$ cat src/rtl/rom_stream_rd_pkg.sv
// Shared types for the ROM streaming read initiator: FSM state encoding and buffer depth.
package rom_stream_rd_pkg;

  typedef enum logic [1:0] {
    ROM_RD_IDLE  = 2'd0,
    ROM_RD_READ  = 2'd1,
    ROM_RD_DRAIN = 2'd2
  } rom_rd_state_e;

  localparam int RomRdBufDepth = 2;

endpackage

$ cat src/rtl/rom_rd_fifo2.sv
// Two-entry data buffer that absorbs ROM read latency and consumer backpressure.
module rom_rd_fifo2
  import rom_stream_rd_pkg::*;
#(
  parameter int Word_Width = 32
) (
  input  logic                  clk,
  input  logic                  rst,
  input  logic                  push_i,
  input  logic                  pop_i,
  input  logic [Word_Width-1:0] din_i,
  output logic [Word_Width-1:0] dout_o,
  output logic [1:0]            occ_o
);

  logic [Word_Width-1:0] mem_q [RomRdBufDepth];
  logic                  wr_ptr_q;
  logic                  rd_ptr_q;
  logic [1:0]            occ_q;
  logic [1:0]            occ_d;

  // Push and pop in the same cycle leave the occupancy unchanged.
  always_comb begin
    occ_d = occ_q + {1'b0, push_i} - {1'b0, pop_i};
  end

  always_ff @(posedge clk or posedge rst) begin
    if (rst) begin
      mem_q[0] <= '0;
      mem_q[1] <= '0;
      wr_ptr_q <= 1'b0;
      rd_ptr_q <= 1'b0;
      occ_q    <= '0;
    end else begin
      if (push_i) begin
        mem_q[wr_ptr_q] <= din_i;
        wr_ptr_q        <= ~wr_ptr_q;
      end
      if (pop_i) begin
        rd_ptr_q <= ~rd_ptr_q;
      end
      occ_q <= occ_d;
    end
  end

  assign dout_o = mem_q[rd_ptr_q];
  assign occ_o  = occ_q;

endmodule

$ cat src/rtl/rom_stream_rd.sv
// Burst read initiator for a 1-cycle registered-read ROM, streaming words over valid/ready.
// Optional feature: define ROM_RD_PROT_EN to reject bursts that run past the top of the ROM.
module rom_stream_rd
  import rom_stream_rd_pkg::*;
#(
  parameter int Word_Width = 32,
  parameter int Addr_Width = 8
) (
  input  logic                  clk,
  input  logic                  rst,
  input  logic                  start_i,
  input  logic [Addr_Width-1:0] addr_i,
  input  logic [Addr_Width:0]   len_i,
  output logic                  busy_o,
  output logic                  done_o,
  output logic                  err_o,
  output logic                  rom_cen_o,
  output logic                  rom_oen_o,
  output logic [Addr_Width-1:0] rom_addr_o,
  input  logic [Word_Width-1:0] rom_data_i,
  output logic [Word_Width-1:0] dat_o,
  output logic                  val_o,
  input  logic                  rdy_i
);

  rom_rd_state_e         state_q, state_d;
  logic [Addr_Width-1:0] addr_q, addr_d;
  logic [Addr_Width:0]   rem_q, rem_d;
  logic                  infl_q;
  logic                  done_q, done_d;
  logic                  err_q, err_d;
  logic                  issue;
  logic                  drain_done;
  logic                  reject;
  logic                  room;
  logic                  pop;
  logic [1:0]            occ;

`ifdef ROM_RD_PROT_EN
  assign reject = (32'(addr_i) + 32'(len_i)) > (32'd1 << Addr_Width);
`else
  assign reject = 1'b0;
`endif

  assign val_o  = (occ != 2'd0);
  assign pop    = val_o & rdy_i;
  assign busy_o = (state_q != ROM_RD_IDLE);
  // A new read may go out only if its word is guaranteed a buffer slot when it lands.
  assign room   = ({1'b0, occ} + {2'b0, infl_q}) < (3'd2 + {2'b0, pop});

  // The first read is issued in the accepting cycle so data arrives two cycles after start.
  always_comb begin
    state_d    = state_q;
    addr_d     = addr_q;
    rem_d      = rem_q;
    done_d     = 1'b0;
    err_d      = 1'b0;
    issue      = 1'b0;
    drain_done = 1'b0;
    rom_addr_o = addr_q;
    case (state_q)
      ROM_RD_IDLE: begin
        if (start_i) begin
          if (reject) begin
            err_d = 1'b1;
          end else if (len_i == '0) begin
            done_d = 1'b1;
          end else begin
            issue      = 1'b1;
            rom_addr_o = addr_i;
            addr_d     = addr_i + 1'b1;
            rem_d      = len_i - 1'b1;
            state_d    = (len_i == (Addr_Width+1)'(1)) ? ROM_RD_DRAIN : ROM_RD_READ;
          end
        end
      end
      ROM_RD_READ: begin
        if (room) begin
          issue  = 1'b1;
          addr_d = addr_q + 1'b1;
          rem_d  = rem_q - 1'b1;
          if (rem_q == (Addr_Width+1)'(1)) begin
            state_d = ROM_RD_DRAIN;
          end
        end
      end
      ROM_RD_DRAIN: begin
        if ((occ == 2'd0) && !infl_q) begin
          drain_done = 1'b1;
          state_d    = ROM_RD_IDLE;
        end
      end
      default: state_d = ROM_RD_IDLE;
    endcase
  end

  always_ff @(posedge clk or posedge rst) begin
    if (rst) begin
      state_q <= ROM_RD_IDLE;
      addr_q  <= '0;
      rem_q   <= '0;
      infl_q  <= 1'b0;
      done_q  <= 1'b0;
      err_q   <= 1'b0;
    end else begin
      state_q <= state_d;
      addr_q  <= addr_d;
      rem_q   <= rem_d;
      infl_q  <= issue;
      done_q  <= done_d;
      err_q   <= err_d;
    end
  end

  assign rom_cen_o = ~issue;
  assign rom_oen_o = ~(busy_o | infl_q);
  assign done_o    = drain_done | done_q;
  assign err_o     = err_q;

  // Every read issued last cycle returns now, so capture is unconditional.
  rom_rd_fifo2 #(
    .Word_Width(Word_Width)
  ) u_fifo (
    .clk   (clk),
    .rst   (rst),
    .push_i(infl_q),
    .pop_i (pop),
    .din_i (rom_data_i),
    .dout_o(dat_o),
    .occ_o (occ)
  );

endmodule

$ cat config.mk
export PLATFORM = sky130hd
export DESIGN_NAME = rom_stream_rd
export DESIGN_NICKNAME = d
export VERILOG_FILES = /design/src/rtl/rom_stream_rd_pkg.sv /design/src/rtl/rom_rd_fifo2.sv /design/src/rtl/rom_stream_rd.sv
export SDC_FILE = /design/constraint.sdc
export NUM_CORES = 1
export LEC_CHECK = 0
export BUFFER_PORTS_ARGS = -buffer_cell sky130_fd_sc_hd__buf_2
export CORE_UTILIZATION = 59
export CTS_CLUSTER_DIAMETER = 100
export DETAILED_ROUTE_END_ITERATION = 7
export GPL_TIMING_DRIVEN = 0
export HOLD_SLACK_MARGIN = 0.15
export PLACE_DENSITY = 0.88
export SYNTH_ARGS = -nofsm -noshare
export SYNTH_HDL_FRONTEND = slang
export SYNTH_HIERARCHICAL = 1
export SYNTH_SLANG_ARGS = --single-unit
export TNS_END_PERCENT = 20
$ cat constraint.sdc
create_clock -name clk -period 7 [get_ports clk]
set_input_delay 0.7 -clock clk [delete_from_list [all_inputs] [get_ports clk]]
set_output_delay 0.7 -clock clk [all_outputs]
set_load 0.02 [all_outputs]
==> results of run 1 <==
worst max-delay path by stage:
stage                   from              end  slack, ns  depth (start not counted)
CTS                   infl_q        rom_cen_o       4.03                          6
detailed placement  len_i[5]        rom_cen_o       4.05                          6
finish              len_i[5]        rom_cen_o       4.03                          6
global placement         rst  u_fifo/mem_q[3]       3.90                          2
floorplan            start_i    rom_addr_o[0]       4.48                          3
global route          infl_q        rom_cen_o       3.88                          6
layout by cell type, fill, tap and decap left out, types with 3 or more instances in the layout:
master	synthesis	routed
mux2_4	8	8
nor3_1	6	6
inv_1	10	9
clkbuf_8	0	9
dfrtp_1	89	89
xor2_1	6	6
buf_2	12	109
mux2_2	98	98
nand3_1	5	5
nand2b_1	5	5
ha_1	10	10
nand2_1	34	34
mux2i_1	4	4
nor2_1	14	14
buf_6	4	4
xnor2_1	4	4
nor3b_1	4	4
or4_1	3	3
o21ai_0	18	18
a21oi_1	12	12
kinds of logic after synthesis:
group | after synthesis
AOI/OAI and AO/OA | 59
xor gates and xnor gates | 10
adders and majority gates | 10
buffers and inverters | 32
DFF | 89
muxes | 110
other | 1
and+or+nand+nor | 87
metal layers:
layer,track usage,part of all wire,up-vias
li1,-,-,1659
met1,0.299,0.42,1755
met4,0.0807,0.014,2
met5,0,0.0016,-
met2,0.446,0.51,141
met3,0.0406,0.054,15
final cells by class:
cell class	instances	area share
Multi-Input combinational cell	277	0.420
Sequential cell	89	0.399
Timing Repair Buffer	98	0.0905
Buffer	21	0.0249
Tap cell	102	0.0228
Clock buffer	9	0.0222
Clock inverter	7	0.0137
Inverter	11	0.00784
flip-flops by register name, indices dropped and copies added, names as in the netlist:
| name | cells |
|---|---|
| u_fifo/mem_q | 64 |
| rem_q | 9 |
| addr_q | 8 |
| state_q | 2 |
| u_fifo/occ_o | 2 |
| done_q | 1 |
| infl_q | 1 |
| u_fifo/rd_ptr_q | 1 |
| u_fifo/wr_ptr_q | 1 |
metrics by stage:
| stage | worst slack (ns) | total power, µW | instance area [µm²] |
|---|---|---|---|
| 5_1_grt | 3.88 | 3120 | 5590 |
| 6_report | 4.03 | 2930 | 5590 |
| 3_3_place_gp | 3.90 | 2510 | 5370 |
| 4_1_cts | 4.03 | 2950 | 5590 |
| 3_5_place_dp | 4.05 | 2590 | 5390 |
| 2_1_floorplan | 4.48 | 2150 | 4750 |
power by group through the flow:
stage	clock network (µW)	logic [µW]	registers (µW)
2_1_floorplan	0	1250	908
3_3_place_gp	0	1570	939
3_5_place_dp	0	1620	967
4_1_cts	361	1630	959
5_1_grt	381	1740	997
6_report	350	1620	962
worst max-delay path, cell delays in order:
cell and delay, ns:
buf_2 0.13, nor4_4 0.38, a31oi_4 0.26, a21oi_4 0.33
buf_2 0.27, buf_2 0.20
==> impl_metrics.toml, run 1 <==
[run]
maxCapViolations = 0

[power]
power_density_nw_per_um2 = 525
comb_power_share = 0.552
switching_share = 0.417
switchingPower_uw = 1220
power.internal_uw = 1710
ir_worst_vdd_mv = 0.335
static-leakage-power_uw = 0.00255
p_seq_frac = 0.328
clock_power_share = 0.119

[layout]
regArea_um2 = 2230
fill_cells = 536
drive_above_1_share = 0.488
final_nets = 570
finalCoreUtilization = 0.719
multi_input_comb_area_um2 = 2340
fin_cells = 614
insertedDiodeCount = 0
syn2layout_area_growth_pct = 17.5

[critical_path]
end_kind = "output pin"
cp_data_arrival_time_ns = 2.27
critPathKind = "input port to output pin"
r2r-end = "addr_q[4]"
cp.required_ns = 6.30
rrSetupSlack_ns = 4.15
worstPathMaxFanout = 10
reg2reg_from = "state_q[0]"
reg2regPathDepth = 11
cp-start-kind = "input port"

[sta]
worstMarginPinSlew_ns = 0.821
period_share = 0.425
fin_crit_ns = 2.97
setup_viol = 0
fin_setup_tns_ns = 0
fin_skew_ns = 0.00564
fmax_mhz = 336
slew_viol_final = 0
hold_viol_final = 0
relSlewSlack = 0.452
whs_ns = 0.379
rsz0062_at_grt = "false"

[die]
die_y_um = 91.8
rows = 32
initial_core_util = 0.612
die-area_um2 = 8420
core_area_um2 = 7770
die_w_um = 91.8
io_pins = 99

[logic_synthesis]
synth_mux_area_frac = 0.266
yosysTopAreaCellShare = 0.468
synth.most_common_cell = "mux2_2"
yosys.area_share.xor_xnor = 0.0184
synth_edf_count = 0
ys.flop_type = "dfrtp_1"
yosysUniqueCellTypes = 57
synth_area_leader_cell = "dfrtp_1"
yosys.area_share.adder = 0.0263
synthCells = 398
ys_top_cells_by_count = "mux2_2, dfrtp_1, nand2_1, o21ai_0, nor2_1"
synth-simple-area-share = 0.0942
synthesis.nets = 461
synth_compound_area_frac = 0.0876
netlist_area_um2 = 4750
synth_seq_cells = 89
syn_avg_cell_area_um2 = 11.9
yosysWarnings = 6
synth_area_leaders = "dfrtp_1, mux2_2, nand2_1"
synth-async-reset-ratio = 1.00
synth_top_family_by_area = "multiplexers"
yosysSeqAreaShare = 0.468

[clock_tree]
clkTransAtPathRegs_ns = 0.09
htreeDepth = 3
numClockSinks = 89
holdBufCountCts = 0
cts_setup_buffers = 0
cts_root_buffer = "clkbuf_8"
cts_buffers = 9
clkLatencyLatePin_ns = 0.34
cts_tree = "yes"
cts_resized = 0
cts_buffer_depth = 2

[placed_design]
post-place-cells = 598
gp_congestion = 0.933
dp_hpwl_um = 7400
portBuffers = 97

[global_route]
grt_pass1_wl_um = 16400
antenna_found_initial = 1
grt_max_degree = 47
grt_pass1_vias = 3508
gr-total-overflow = 0
grt_usage = 0.247

[route]
dr_total_vias = 3572
drt-wirelength-per-cell_um = 16.2
drt_pass1_iterations = 5
viasPerCell = 5.82
drt-initial-drc-count = 175
ant_nets = 0
drc = 0
drt-total-wl_um = 9920

[outcome]
status = "finished, final reports clean"

[hold_path]
min_path_type = "input port to async pin"
Power figures use the tool's default switching activity.
==> run 2: changes to the inputs <==
Settings changed: CORE_UTILIZATION 59 to 50, PLACE_DENSITY 0.88 to 0.8.
Clock period 7 ns to 2.5 ns, I/O delays scaled along.
==> run 2 against run 1 <==
Compared with the run above: via count rose by 3.1%; clock skew up 0.0020 ns; routed wire length grew 10%; sequential power rose to 2.8 times the previous value; largest cell class unchanged.
==> impl_metrics.toml, run 2 (synthesis gave the netlist of run 1 again) <==
[hold_path]
min_path_type = "input port to flop"
min-delay-start = "start_i"

[power]
power_uw = 8340
static-leakage-power_uw = 0.00271
power_density_nw_per_um2 = 1390
ir_worst_vdd_mv = 0.898

[clock_tree]
cts_root_buffer = "clkbuf_8"
cts_buffers = 9
cts_buffer_depth = 2
clkTransAtPathRegs_ns = 0.10
clkLatencyLatePin_ns = 0.36
htreeDepth = 3
numClockSinks = 89
cts_tree = "yes"

[die]
rows = 35
core_area_um2 = 9240
initial_core_util = 0.515
die_y_um = 99.5
io_pins = 99
die_w_um = 99.5
die-area_um2 = 9900

[sta]
relSlewSlack = 0.428
rsz0062_at_grt = "false"
setup_ws_ns = 0.134
worstMarginPinSlew_ns = 0.856
fmax_mhz = 423
hold_viol_final = 0
slew_viol_final = 0
setup_viol = 0
fin_skew_ns = 0.00761
period_share = 0.946
whs_ns = 0.210
fin_crit_ns = 2.37

[critical_path]
reg2reg_from = "state_q[0]"
cp_data_arrival_time_ns = 2.12
worstPathMaxFanout = 10
end_kind = "output pin"
critPathLaunch = "state_q[1]"
cp-start-kind = "flop"
crit_path_max_incr_delay_ns = 0.48
critPathKind = "flop to output pin"
crit_slowest_cell = "dfrtp_2"
cp.required_ns = 2.25
crit_chain = "or3b_4, a31oi_4, buf_12, mux2_2, buf_2"

[route]
drt-total-wl_um = 10900
drt-initial-drc-count = 101
dr_total_vias = 3682
ant_nets = 0
drc = 0
viasPerCell = 5.45
drt_pass1_iterations = 4
drt-wirelength-per-cell_um = 16.1

[layout]
top_regs = "u_fifo/mem_q x64, rem_q x9, addr_q x8"
largest-register = "u_fifo/mem_q"
multi_input_comb_area_um2 = 2360
design_area_um2 = 6000
drive_above_1_share = 0.475
insertedDiodeCount = 0
fill_cells = 715
regArea_um2 = 2230
final_nets = 605
finalCoreUtilization = 0.649
syn2layout_area_growth_pct = 26.2
final_common_cell = "buf_2"
largest_reg_flops = 64
layout_common_cells = "buf_2, mux2_2, dfrtp_1"

[placed_design]
gp_congestion = 0.908
portBuffers = 97
dpl_worst_slack_ns = -0.259
placed_area_um2 = 5420
dp_hpwl_um = 7560

[global_route]
grt_pass1_wl_um = 17800
grt_max_degree = 39
antenna_found_initial = 0
grt_usage = 0.229
grt_pass1_vias = 3751
gr-total-overflow = 0

[outcome]
status = "finished, final reports clean"

[run]
maxCapViolations = 0
-- run 2: layout make-up --
class	instances	share of cell area
multi-input cells	277	0.393
plain buffers	20	0.0229
clock buffers	9	0.0207
clock inverters	7	0.0117
well taps	129	0.0269
inverters	11	0.00730
repair buffers	134	0.146
flip-flops and latches	89	0.372
-- run 2: stage by stage --
stage | instances | setup TNS, ns
after floorplan | 398 | 0
after global placement | 624 | -11.80
after detailed placement | 625 | -0.577
after CTS | 676 | -0.0297
after global routing | 676 | 0
final | 676 | 0
-- run 2: final timing paths --
check                                       end  slack, ns  cells past startpoint
worst max register to register        addr_q[4]       0.28                     10
worst min register to register  u_fifo/wr_ptr_q       0.50                      1
min in group asynchronous       u_fifo/mem_q[5]       0.54                      3
worst min-delay path                 state_q[0]       0.21                      3
max in group asynchronous            state_q[1]       1.29                      3
worst max-delay path              rom_addr_o[7]       0.13                      5
-- run 2: power breakdown --
part	total [µW]	switching, µW	leakage [µW]	internal, µW
registers	2710	515	0.00105	2190
logic	4680	2460	0.00157	2220
clock network	959	570	0.0000955	389
-- run 2: critical path: cells and delay by family (launching register included) --
family                 cells  cell delay [ns]
AND/OR/NAND/NOR            1             0.43
buffers and inverters      2             0.32
flip-flops                 1             0.48
AO/OA/AOI/OAI              1             0.18
multiplexers               1             0.34
-- run 2: per-layer routing --
layer  global-route usage  up-vias  routed length, µm
met5                    0        -                  0
met4               0.0690        0                170
met3               0.0450       16                549
met2                0.424      117               5660
met1                0.268     1824               4530
li1                     -     1725                  -
-- run 2: timing repair --
| item | 4_1_cts | 5_1_grt |
|---|---|---|
| hold buffers | 34 | 0 |
| buffers inserted | 1 | 1 |
| pin swaps | 1 | 0 |
| setup endpoints to repair | 5 | 12 |
| resized for setup | 4 | 5 |
| endpoints found under the hold margin | 116 | 0 |
